## src/rtl/audio_return_if.sv

```systemverilog
// audio_return_if
//   Connects the audio return transmitter to the host-side pins and to the
//   effect-path sample source.
//   master : host/sample-source side (drives SPI pins and the push strobe)
//   slave  : transmitter side (drives MISO, occupancy and status pulses)
//   Signals:
//     sclk_in, active       host SPI clock and frame select (asynchronous)
//     sample_in/valid       16-bit two's-complement sample and push strobe
//     miso_out              serial data to the host
//     fifo_count            sample FIFO occupancy
//     overflow/underrun     one-cycle status pulses
//     frame_done            one-cycle pulse after 16 bits were clocked out
interface audio_return_if #(
  parameter int FIFO_DEPTH = 4
);
  logic                                 sclk_in;
  logic                                 active;
  logic signed [15:0]                   sample_in;
  logic                                 sample_valid;
  logic                                 miso_out;
  logic [$clog2(FIFO_DEPTH+1)-1:0]      fifo_count;
  logic                                 overflow;
  logic                                 underrun;
  logic                                 frame_done;

  modport master (
    output sclk_in, active, sample_in, sample_valid,
    input  miso_out, fifo_count, overflow, underrun, frame_done
  );

  modport slave (
    input  sclk_in, active, sample_in, sample_valid,
    output miso_out, fifo_count, overflow, underrun, frame_done
  );
endinterface

```

## src/rtl/audio_return_tx.sv

```systemverilog
// audio_return_tx
//   SPI mode-0 slave transmitter returning processed 16-bit audio samples to
//   the host on MISO, MSB first. Samples are pushed into a small circular
//   FIFO on the system clock; each host frame (active high) pops one sample
//   into a shift register that is clocked out by the host SCLK.
//   Ports:
//     clk_25mhz  system clock, all logic on its rising edge
//     reset      synchronous active-high reset
//     bus        audio_return_if.slave (SPI pins, sample push, status)
module audio_return_tx #(
  parameter int clock_max  = 25_000_000,
  parameter int FIFO_DEPTH = 4
) (
  input  logic          clk_25mhz,
  input  logic          reset,
  audio_return_if.slave bus
);

  localparam int AW = $clog2(FIFO_DEPTH);
  localparam int CW = $clog2(FIFO_DEPTH + 1);

  if ((FIFO_DEPTH < 2) || ((FIFO_DEPTH & (FIFO_DEPTH - 1)) != 0) || (clock_max < 8)) begin : g_bad_param
    $error("audio_return_tx: FIFO_DEPTH must be a power of two >= 2 and clock_max >= 8");
  end

  typedef enum logic [1:0] {IDLE, LOAD, SHIFT, DONE} state_t;

  // Pin synchronizers and edge detectors. These carry no reset on purpose:
  // a reset while the host holds active high must not manufacture a fresh
  // active rising edge once reset releases.
  logic [1:0] r_sclk_sync;
  logic [1:0] r_act_sync;
  logic       r_sclk_dly;
  logic       r_act_dly;

  always_ff @(posedge clk_25mhz) begin
    r_sclk_sync <= {r_sclk_sync[0], bus.sclk_in};
    r_act_sync  <= {r_act_sync[0], bus.active};
    r_sclk_dly  <= r_sclk_sync[1];
    r_act_dly   <= r_act_sync[1];
  end

  logic w_sclk_rise;
  logic w_sclk_fall;
  logic w_act_rise;
  logic w_act_fall;

  assign w_sclk_rise = r_sclk_sync[1] & ~r_sclk_dly;
  assign w_sclk_fall = ~r_sclk_sync[1] & r_sclk_dly;
  assign w_act_rise  = r_act_sync[1] & ~r_act_dly;
  assign w_act_fall  = ~r_act_sync[1] & r_act_dly;

  // Sample FIFO
  logic signed [15:0] r_mem [FIFO_DEPTH];
  logic [AW-1:0]      r_wr_ptr;
  logic [AW-1:0]      r_rd_ptr;
  logic [CW-1:0]      r_count;
  logic               r_overflow;
  state_t             r_state;

  logic w_empty;
  logic w_full;
  logic w_pop;
  logic w_push_ok;

  assign w_empty   = (r_count == '0);
  assign w_full    = (r_count == CW'(FIFO_DEPTH));
  assign w_pop     = (r_state == LOAD) && !w_empty;
  // A pop in the same cycle frees the slot the push needs.
  assign w_push_ok = bus.sample_valid && (!w_full || w_pop);

  always_ff @(posedge clk_25mhz) begin
    if (w_push_ok) begin
      r_mem[r_wr_ptr] <= bus.sample_in;
    end
  end

  always_ff @(posedge clk_25mhz) begin
    if (reset) begin
      r_wr_ptr   <= '0;
      r_rd_ptr   <= '0;
      r_count    <= '0;
      r_overflow <= 1'b0;
    end else begin
      r_overflow <= bus.sample_valid && !w_push_ok;
      if (w_push_ok) begin
        r_wr_ptr <= r_wr_ptr + AW'(1);
      end
      if (w_pop) begin
        r_rd_ptr <= r_rd_ptr + AW'(1);
      end
      unique case ({w_push_ok, w_pop})
        2'b10:   r_count <= r_count + CW'(1);
        2'b01:   r_count <= r_count - CW'(1);
        default: r_count <= r_count;
      endcase
    end
  end

  // Frame state machine
  logic signed [15:0] r_shift;
  logic [4:0]         r_bit_cnt;
  logic               r_miso;
  logic               r_underrun;
  logic               r_frame_done;

  always_ff @(posedge clk_25mhz) begin
    if (reset) begin
      r_state      <= IDLE;
      r_bit_cnt    <= '0;
      r_miso       <= 1'b0;
      r_underrun   <= 1'b0;
      r_frame_done <= 1'b0;
    end else begin
      r_underrun   <= 1'b0;
      r_frame_done <= 1'b0;
      unique case (r_state)
        IDLE: begin
          r_miso    <= 1'b0;
          r_bit_cnt <= '0;
          if (w_act_rise) begin
            r_state <= LOAD;
          end
        end
        LOAD: begin
          // The pop happens here even if the frame is aborted; the sample is lost.
          r_shift    <= w_pop ? r_mem[r_rd_ptr] : 16'sh0000;
          r_underrun <= w_empty;
          r_bit_cnt  <= '0;
          r_state    <= w_act_fall ? IDLE : SHIFT;
        end
        SHIFT: begin
          // MISO trails the shift register by one cycle.
          r_miso <= r_shift[15];
          if (w_act_fall) begin
            r_state   <= IDLE;
            r_bit_cnt <= '0;
            r_miso    <= 1'b0;
          end else if (w_sclk_rise) begin
            r_bit_cnt <= r_bit_cnt + 5'd1;
            if (r_bit_cnt == 5'd15) begin
              r_state      <= DONE;
              r_frame_done <= 1'b1;
            end
          end else if (w_sclk_fall && (r_bit_cnt < 5'd16)) begin
            r_shift <= {r_shift[14:0], 1'b0};
          end
        end
        DONE: begin
          if (w_act_fall) begin
            r_state <= IDLE;
            r_miso  <= 1'b0;
          end
        end
        default: r_state <= IDLE;
      endcase
    end
  end

  assign bus.miso_out   = r_miso;
  assign bus.fifo_count = r_count;
  assign bus.overflow   = r_overflow;
  assign bus.underrun   = r_underrun;
  assign bus.frame_done = r_frame_done;

endmodule
```

## src/flat_wrapper.sv

```systemverilog
// flat-port wrapper written by rule: the top's interface ports become plain ports
module audio_return_tx_flat 
#(
  parameter int clock_max  = 25_000_000,
  parameter int FIFO_DEPTH = 4
)
  (clk_25mhz, reset, bus_sclk_in, bus_active, bus_sample_in, bus_sample_valid, bus_miso_out, bus_fifo_count, bus_overflow, bus_underrun, bus_frame_done);
  audio_return_if #(.FIFO_DEPTH(FIFO_DEPTH)) bus_i ();
  input  logic clk_25mhz;
  input  logic reset;
  input wire logic [$bits(bus_i.sclk_in)-1:0] bus_sclk_in;
  input wire logic [$bits(bus_i.active)-1:0] bus_active;
  input wire logic [$bits(bus_i.sample_in)-1:0] bus_sample_in;
  input wire logic [$bits(bus_i.sample_valid)-1:0] bus_sample_valid;
  output wire logic [$bits(bus_i.miso_out)-1:0] bus_miso_out;
  output wire logic [$bits(bus_i.fifo_count)-1:0] bus_fifo_count;
  output wire logic [$bits(bus_i.overflow)-1:0] bus_overflow;
  output wire logic [$bits(bus_i.underrun)-1:0] bus_underrun;
  output wire logic [$bits(bus_i.frame_done)-1:0] bus_frame_done;
  assign bus_i.sclk_in = bus_sclk_in;
  assign bus_i.active = bus_active;
  assign bus_i.sample_in = bus_sample_in;
  assign bus_i.sample_valid = bus_sample_valid;
  assign bus_miso_out = bus_i.miso_out;
  assign bus_fifo_count = bus_i.fifo_count;
  assign bus_overflow = bus_i.overflow;
  assign bus_underrun = bus_i.underrun;
  assign bus_frame_done = bus_i.frame_done;
  audio_return_tx #(.clock_max(clock_max), .FIFO_DEPTH(FIFO_DEPTH)) u_core (.clk_25mhz(clk_25mhz), .reset(reset), .bus(bus_i));
endmodule
```

## config.mk

```make
export PLATFORM = sky130hd
export DESIGN_NAME = audio_return_tx_flat
export DESIGN_NICKNAME = d
export VERILOG_FILES = /design/src/rtl/audio_return_if.sv /design/src/rtl/audio_return_tx.sv /design/src/flat_wrapper.sv
export SDC_FILE = /design/constraint.sdc
export NUM_CORES = 1
export LEC_CHECK = 0
export ABC_AREA = 1
export BUFFER_PORTS_ARGS = -buffer_cell sky130_fd_sc_hd__buf_2
export CAP_MARGIN = 20
export CELL_PAD_IN_SITES_DETAIL_PLACEMENT = 1
export CELL_PAD_IN_SITES_GLOBAL_PLACEMENT = 2
export CORE_MARGIN = 2
export CORE_UTILIZATION = 44
export CTS_CLUSTER_DIAMETER = 80
export DETAILED_ROUTE_END_ITERATION = 10
export PLACE_DENSITY_LB_ADDON = 0.08
export SYNTH_ARGS = -nofsm -noshare
export SYNTH_HDL_FRONTEND = slang
export SYNTH_SLANG_ARGS = --single-unit
export TNS_END_PERCENT = 30
```

## constraint.sdc

```tcl
create_clock -name clk_25mhz -period 4.4 [get_ports clk_25mhz]
set_input_delay 0 -clock clk_25mhz [delete_from_list [all_inputs] [get_ports clk_25mhz]]
set_output_delay 0 -clock clk_25mhz [all_outputs]
set_load 0.05 [all_outputs]
```

==> impl_table.tex, run 1 <==
\begin{tabular}{lr}
\hline
Metric & Value \\
\hline
\multicolumn{2}{l}{\textbf{Global routing}} \\
\quad GR peak layer & met2 \\
\quad Antenna violations before repair & 0 \\
\quad Met3 Use GR & 6.10\% \\
\quad Wire length of the first global-routing pass & 14,300 um \\
\quad Largest net degree at the start of global routing & 34 \\
\quad Number of global-route vias before repair & 2,870 \\
\quad Global-route total usage across every layer & 17.5\% \\
\quad Gr ovfl total & 0 \\
\quad Fraction of met1 tracks used by global routing & 21.9\% \\
\quad Met2 Resource Use GR & 29.0\% \\
\multicolumn{2}{l}{\textbf{Setup path}} \\
\quad Critical path startpoint & u\_core.r\_state[0] \\
\quad Reg2Reg Launch Point & u\_core.r\_state[0] \\
\quad Type of origin of the critical path & register \\
\quad Required time of the worst setup path & 4.47 ns \\
\quad Register-to-register setup slack & 2.31 ns \\
\quad Depth of the worst register-to-register path & 8 \\
\quad Worst r2r dst & u\_core.r\_shift[0] \\
\quad Setup crit end & u\_core.r\_shift[0] \\
\quad Kind of end point of the critical path & register \\
\quad Worst Path Arrival & between 2 and 2.5 ns \\
\quad Critical path class & register to register \\
\quad Highest net fanout along the worst path & 17 \\
\multicolumn{2}{l}{\textbf{Drt}} \\
\quad DR pass1 iterations & 4 \\
\quad Iteration-0 DRC count of the detailed router & 98 \\
\quad Total DRC errors in the routed layout & 0 \\
\quad Post-detailed-route via-to-cell ratio & 4.94 \\
\quad Via count & 2,774 \\
\quad Final ANT Viol Nets & 0 \\
\quad Final Routed Wirelength & between 8000 and 9000 um \\
\quad Detail-routed net length per standard cell & 15.4 um \\
\multicolumn{2}{l}{\textbf{Clocking}} \\
\quad Maximum clock path buffer count & 2 \\
\quad Sink count of the clock tree & approximately 110 \\
\quad Clock slew at reported path FFs & 0.10 ns \\
\quad Number of buffers added by the clock tree synthesis step & 9 \\
\quad Insertion delay to the later sink of the worst-skew pair & 0.38 ns \\
\quad H-tree Lvls & 3 \\
\quad TritonCTS clock tree & done \\
\quad Root Driver & clkbuf\_8 \\
\multicolumn{2}{l}{\textbf{Synthesis}} \\
\quad Largest area contributor in the netlist & edfxtp\_1 \\
\quad Sequential-to-total area share from yosys stat & 66.8\% \\
\quad Ys Warns & 0 \\
\quad Number of enable-type register cells in the synthesized netlist & 80 \\
\quad Top area cells in the synthesized netlist & edfxtp\_1, dfxtp\_1, nor2\_1 \\
\quad Number of standard cells after synthesis & 372 \\
\quad Number of unique standard cell types used by synthesis & 30 \\
\quad Synthesized area per cell & 11.8 um2 \\
\quad Top cell type's share of synthesized area & approximately 55\% \\
\quad Prevailing post-synth register cell & edfxtp\_1 \\
\quad Number of synthesized register bits & between 100 and 150 \\
\quad Cell area after synthesis & 4370 um2 \\
\quad Post-synthesis async set-or-reset flop share & 0\% \\
\quad Post-Synthesis Net Count & 407 \\
\multicolumn{2}{l}{\textbf{Floorplanning}} \\
\quad Std cell rows & 36 \\
\quad Starting density of the core & 45.0\% \\
\quad Top-Level Pins & 28 \\
\quad Total core area & 9730 um2 \\
\quad Die X & between 100 and 150 um \\
\quad Die H & approximately 100 um \\
\quad Die area & 10,800 um2 \\
\multicolumn{2}{l}{\textbf{STA}} \\
\quad Hold violation count in the final report & 0 \\
\quad Max Transition Viols Final & 0 \\
\quad Worst Clk Skew & around 0.012 ns \\
\quad Slew of the pin with the lowest slew margin & 0.743 ns \\
\quad Hold WS & 0.258 ns \\
\quad Max Clk Rate & approximately 480 MHz \\
\quad Final period demand of the worst path & between 2 and 2.5 ns \\
\quad Period utilisation layout & 47.5\% \\
\quad Slew HR & 50.4\% \\
\quad Post-route worst setup slack & 2.31 ns \\
\quad Setup repair after global routing missed its margin & no \\
\quad Setup violation total in the final timing report & 0 \\
\quad Setup TNS Final & 0 ns \\
\multicolumn{2}{l}{\textbf{Pwr}} \\
\quad Total power per unit cell area & 490 nW/um2 \\
\quad Maximum vdd ir drop & 265 uV \\
\quad Leakage Power & between 1.5 and 2 nW \\
\multicolumn{2}{l}{\textbf{Layout}} \\
\quad Antenna cells & 0 \\
\quad Most frequent standard cell in the layout excluding fill and tap cells & edfxtp\_1 \\
\quad Fraction of layout instances using a drive strength above 1 & 17.7\% \\
\quad Net count of the finished layout & 459 \\
\quad Commonest non-fill, non-tap cells in the layout & edfxtp\_1, nor2\_1, nand2\_1 \\
\quad Synthesis-to-layout area growth & 14.9\% \\
\quad Number of filler instances in the final layout & 1,064 \\
\multicolumn{2}{l}{\textbf{Outcome}} \\
\quad Status & finished clean \\
\multicolumn{2}{l}{\textbf{Run}} \\
\quad Max cap viols & 0 \\
\multicolumn{2}{l}{\textbf{Place}} \\
\quad Final Wtd Congestion & 0.716 \\
\quad Count of port buffers added during placement & 27 \\
\quad Minimum setup slack after placement & 2.26 ns \\
\quad Half-perimeter wire length of the detailed placement result & 5490 um \\
\multicolumn{2}{l}{\textbf{Hold path}} \\
\quad Worst hold-check path type & input port to register \\
\hline
\end{tabular}
worst min path at each step:
| stage | startpoint | endpoint | slack, ns | cells past startpoint |
|---|---|---|---|---|
| after floorplan | bus_active | u_core.r_act_sync[0] | 0.03 | 0 |
| after global placement | bus_active | u_core.r_act_sync[0] | 0.10 | 1 |
| after detailed placement | bus_sclk_in | u_core.r_sclk_sync[0] | 0.11 | 1 |
| after CTS | bus_active | u_core.r_act_sync[0] | 0.23 | 2 |
| after global routing | bus_active | u_core.r_act_sync[0] | 0.25 | 2 |
| final | bus_active | u_core.r_act_sync[0] | 0.26 | 2 |
final cells by class:
class / instances / area (um2) / area share (%)
repair buffers: 53 / 380 / 7.57
well taps: 133 / 166 / 3.31
inverters: 34 / 130 / 2.59
flip-flops and latches: 106 / 2920 / 58.1
clock buffers: 9 / 124 / 2.46
clock inverters: 7 / 52.6 / 1.05
multi-input cells: 220 / 1250 / 24.9
power by group:
part / internal, mW / switching [mW]
registers: 1.23 / 0.0595
clock network: 0.210 / 0.335
logic: 0.205 / 0.420
repair_timing:
action | in CTS | in global routing
endpoints found under the hold margin | 71 | 0
hold buffers | 20 | 0
setup buffers | 0 | 0
gates resized for setup | 0 | 0
critical path, stage by stage, from the launching register on:
cell	delay, ns
dfxtp_1	0.44
inv_1	0.13
ha_1	0.45
inv_4	0.20
nor2_1	0.07
inv_1	0.06
nand3_1	0.06
nor2_1	0.12
buf_4	0.25
sequential cells by signal, indices dropped and copies added (netlist names), named ones only:
signal,cells
u_core.r_act_sync,2
u_core.r_mem,64
u_core.r_wr_ptr,2
u_core.bus.underrun,1
u_core.bus.overflow,1
u_core.bus.fifo_count,3
u_core.bus.miso_out,1
u_core.bus.frame_done,1
u_core.r_act_dly,1
u_core.r_state,2
u_core.r_shift,16
u_core.r_sclk_sync,2
u_core.r_sclk_dly,1
u_core.r_rd_ptr,2
u_core.r_bit_cnt,5
synthesized netlist by cell type (6+ instances only):
cell,instances
a21oi_1,13
buf_2,8
dfxtp_1,26
edfxtp_1,80
ha_1,13
inv_1,26
inv_2,7
nand2_1,36
nand3_1,8
nor2_1,55
nor3_1,6
o21ai_0,21
o21ai_1,27
o21ai_2,10
o22a_1,15
per-stage QoR:
| stage | cell area, um2 | std cells | utilization (%) | power (mW) |
|---|---|---|---|---|
| 3_5_place_dp | 4650 | 526 | 47.8 | 1.94 |
| 4_1_cts | 5030 | 562 | 51.7 | 2.51 |
| 3_3_place_gp | 4650 | 526 | 47.8 | 1.92 |
| 5_1_grt | 5030 | 562 | 51.7 | 2.63 |
| 6_report | 5030 | 562 | 51.7 | 2.46 |
| 2_1_floorplan | 4370 | 372 | - | 1.77 |
cells by family (layout without fill, tap and decap cells):
kind of cell | count (synthesis) | in the layout | synth area share [%]
DFF | 106 | 106 | 66.8
and+or+nand+nor | 118 | 118 | 11.9
adders and majority gates | 14 | 14 | 4.18
AOI/OAI and AO/OA | 88 | 88 | 12.5
buffers and inverters | 46 | 103 | 4.58
routing by layer:
layer / vias up / share of wire, % / routed length, um
li1: 1396 / - / -
met1: 1332 / 46 / 4000
met2: 37 / 49 / 4240
met3: 9 / 3.5 / 304
met4: 0 / 1.1 / 96
met5: - / 0 / 0
(Power assumes the default switching activity.)
==> inputs of run 2 (changes only) <==
- CORE_UTILIZATION: 44 -> 41
- clock period: 4.4 -> 2.2 ns (I/O delays scaled with it)
==> impl_table.tex, run 2 (synthesized netlist as in run 1, its figures left out) <==
\begin{tabular}{lr}
\hline
Metric & Value \\
\hline
\multicolumn{2}{l}{\textbf{Outcome}} \\
\quad Status & finished clean \\
\multicolumn{2}{l}{\textbf{Layout}} \\
\quad Net count of the finished layout & 463 (+0.87\%) \\
\quad Combined area of the multi-input logic cells & 1250 um2 (unchanged) \\
\quad Most frequent standard cell in the layout excluding fill and tap cells & edfxtp\_1 \\
\quad Synthesis-to-layout area growth & 16.2\% \\
\quad End-of-flow core utilization & 49.3\% (-2.4 points) \\
\quad Sequential cell area & 2920 um2 (unchanged) \\
\quad Largest Register & u\_core.r\_mem \\
\quad Number of filler instances in the final layout & 1,136 (+6.8\%) \\
\quad Fraction of layout instances using a drive strength above 1 & 18.5\% (+0.76 points) \\
\quad Flip-flop count of the largest register, all copies and words added & 64 (unchanged) \\
\quad Commonest non-fill, non-tap cells in the layout & edfxtp\_1, nor2\_1, nand2\_1 \\
\quad Antenna cells & 0 (unchanged) \\
\quad Final std cells w/o fill & 569 (+1.2\%) \\
\quad Registers with the highest flip-flop counts & u\_core.r\_mem: 64 flops, u\_core.r\_shift: 16 flops, u\_core.r\_bit\_cnt: 5 flops \\
\multicolumn{2}{l}{\textbf{Setup path}} \\
\quad Worst r2r dst & u\_core.bus.fifo\_count[2] \\
\quad Depth of the worst register-to-register path & 10 (+2) \\
\quad Highest net fanout along the worst path & 5 (-12) \\
\quad Reg2Reg Launch Point & u\_core.r\_state[1] \\
\quad Critical path buffer and inverter count & 3 (-1) \\
\quad Longest individual stage delay on the worst path & 0.39 ns (-0.06 ns) \\
\quad Chain of cells forming the critical path & inv\_1, ha\_1, inv\_1, a21oi\_4, nand2\_2, fa\_1, inv\_1, nand4\_1, a21oi\_1, nor2\_1 \\
\quad Kind of end point of the critical path & register \\
\quad Type of origin of the critical path & register \\
\quad Required time of the worst setup path & 2.46 ns (-2.01 ns) \\
\quad Worst path top cell family by delay & adder cells \\
\quad Worst Path Arrival & 2.22 ns (+0.06 ns) \\
\quad Critical path class & register to register \\
\quad Register-to-register setup slack & 0.24 ns (-2.07 ns) \\
\quad Most prevalent standard cell on the critical path & inv\_1 \\
\quad Slowest cell on the critical path & fa\_1 \\
\multicolumn{2}{l}{\textbf{Pwr}} \\
\quad Internal power & 3.33 mW (+100\%) \\
\quad Share of power burned in the clock network & 22.0\% (about the same) \\
\quad Relative contribution of sequential cells to total power & 51.8\% (-0.7 points) \\
\quad Net switching power of the design & 1.66 mW (+100\%) \\
\quad Maximum vdd ir drop & 413 uV (+56\%) \\
\quad Leakage Power & 1.88 nW (+1.6\%) \\
\quad Logic pwr share & 26.2\% (+0.8 points) \\
\quad Switching share of power & 33.2\% (+0.16 points) \\
\quad Total power per unit cell area & 980 nW/um2 (+100\%) \\
\multicolumn{2}{l}{\textbf{STA}} \\
\quad Period utilisation layout & 89.0\% (+42 points) \\
\quad Max Transition Viols Final & 0 (unchanged) \\
\quad Worst Clk Skew & 0.0111 ns (-0.000976 ns) \\
\quad Setup repair after global routing missed its margin & no \\
\quad Slew HR & 60.5\% (+10 points) \\
\quad Post-route worst setup slack & 0.242 ns (-2.07 ns) \\
\quad Final period demand of the worst path & 1.96 ns (-0.131 ns) \\
\quad Setup TNS Final & 0 ns (unchanged) \\
\quad Max Clk Rate & 511 MHz (+6.7\%) \\
\quad Slew of the pin with the lowest slew margin & 0.592 ns (-0.151 ns) \\
\quad Hold violation count in the final report & 0 (unchanged) \\
\quad Setup violation total in the final timing report & 0 (unchanged) \\
\multicolumn{2}{l}{\textbf{Drt}} \\
\quad Post-detailed-route via-to-cell ratio & 4.93 (about the same) \\
\quad Total DRC errors in the routed layout & 0 (unchanged) \\
\quad Via count & 2,807 (+1.2\%) \\
\quad Final ANT Viol Nets & 0 (unchanged) \\
\quad Detail-routed net length per standard cell & 16.1 um (+4.6\%) \\
\quad Final Routed Wirelength & 9150 um (+5.9\%) \\
\quad DR pass1 iterations & 4 (unchanged) \\
\quad Iteration-0 DRC count of the detailed router & 82 (-16\%) \\
\multicolumn{2}{l}{\textbf{Floorplanning}} \\
\quad Die H & 107 um (+3.5\%) \\
\quad Starting density of the core & 42.4\% (-2.6 points) \\
\quad Std cell rows & 37 (+2.8\%) \\
\quad Top-Level Pins & 28 (unchanged) \\
\quad Die X & 107 um (+3.5\%) \\
\quad Total core area & 10,300 um2 (+6.1\%) \\
\quad Die area & 11,500 um2 (+7.0\%) \\
\multicolumn{2}{l}{\textbf{Clocking}} \\
\quad TritonCTS clock tree & done \\
\quad H-tree Lvls & 3 (unchanged) \\
\quad Maximum clock path buffer count & 2 (unchanged) \\
\quad Insertion delay to the later sink of the worst-skew pair & 0.36 ns (-0.02 ns) \\
\quad Root Driver & clkbuf\_8 \\
\quad Count of cells resized by post-cts repair & 0 (unchanged) \\
\quad Sink count of the clock tree & 106 (unchanged) \\
\quad Clock slew at reported path FFs & 0.10 ns (about the same) \\
\quad Number of buffers added by the clock tree synthesis step & 9 (unchanged) \\
\multicolumn{2}{l}{\textbf{Place}} \\
\quad Placed cells & 533 (+1.3\%) \\
\quad Count of port buffers added during placement & 27 (unchanged) \\
\quad Half-perimeter wire length of the detailed placement result & 5820 um (+5.9\%) \\
\quad Final Wtd Congestion & 0.734 (+2.6\%) \\
\quad Minimum setup slack after placement & 0.271 ns (-1.99 ns) \\
\multicolumn{2}{l}{\textbf{Global routing}} \\
\quad Largest net degree at the start of global routing & 33 (-2.9\%) \\
\quad Global-route total usage across every layer & 17.6\% (+0.084 points) \\
\quad Gr ovfl total & 0 (unchanged) \\
\quad Wire length of the first global-routing pass & 15,200 um (+6.3\%) \\
\quad Antenna violations before repair & 0 (unchanged) \\
\quad Number of global-route vias before repair & 3,009 (+4.8\%) \\
\multicolumn{2}{l}{\textbf{Run}} \\
\quad Max cap viols & 0 (unchanged) \\
\multicolumn{2}{l}{\textbf{Hold path}} \\
\quad Startpoint of the most critical hold path & bus\_active \\
\quad Worst hold-check path type & input port to register \\
\quad Hold EP & u\_core.r\_act\_sync[0] \\
\quad Worst Hold Depth & 2 (unchanged) \\
\hline
\end{tabular}
## run 2: cell types whose count changed in the layout (fill, tap and decap cells not counted), sizes merged
cell	change
buf	+4
clkbuf	+1
clkinv	-1
clkinvlp	-1
inv	+1
## run 2: worst max path at each step
stage	startpoint	endpoint	cells after the start
finish	u_core.r_state[1]	u_core.bus.fifo_count[2]	10
global route	u_core.r_state[1]	u_core.bus.fifo_count[2]	10
CTS	u_core.r_state[1]	u_core.bus.fifo_count[2]	10
detailed placement	u_core.r_state[1]	u_core.bus.fifo_count[2]	10
global placement	u_core.r_state[1]	u_core.bus.fifo_count[2]	10
floorplan	u_core.r_state[0]	u_core.r_shift[0]	8
## run 2: layout make-up
class,count,share of cell area [%]
Timing Repair Buffer,57,8.56
Inverter,34,2.56
Tap cell,136,3.35
Clock buffer,10,2.51
Clock inverter,6,0.935
Sequential cell,106,57.5
Multi-Input combinational cell,220,24.6
## run 2: worst register-to-register path: stages, from the launching register on
cell and delay, ns:
dfxtp_1 0.35, inv_1 0.15, ha_1 0.23, inv_1 0.11, a21oi_4 0.13, nand2_2 0.09
fa_1 0.39, inv_1 0.06, nand4_1 0.11, a21oi_1 0.16, nor2_1 0.06
## run 2: routing by layer
| layer | part of all wire (%) | up-vias | GRT usage, % |
|---|---|---|---|
| met5 | 0 | - | 0 |
| li1 | - | 1402 | - |
| met1 | 49 | 1367 | 23.3 |
| met3 | 2.2 | 9 | 3.27 |
| met4 | 1.3 | 0 | 5.84 |
| met2 | 48 | 29 | 29.2 |
## run 2: stage by stage
step | power (mW) | area [um2] | hold WS, ns
finish | 4.98 | 5080 | 0.277
global route | 5.30 | 5080 | 0.259
CTS | 5.05 | 5080 | 0.262
detailed placement | 3.92 | 4710 | 0.106
global placement | 3.88 | 4710 | 0.103
floorplan | 3.55 | 4370 | 0.0277
## run 2: timing repair
action,CTS,global route
hold buffers,20,0
setup buffers,0,0
endpoints found under the hold margin,71,0
## run 2: power by group through the flow
stage	clock (mW)	combinational, mW	sequential (mW)
after floorplan	0	0.840	2.71
after global placement	0	1.26	2.62
after detailed placement	0	1.29	2.63
after CTS	1.14	1.33	2.58
after global routing	1.21	1.48	2.61
final	1.10	1.31	2.58
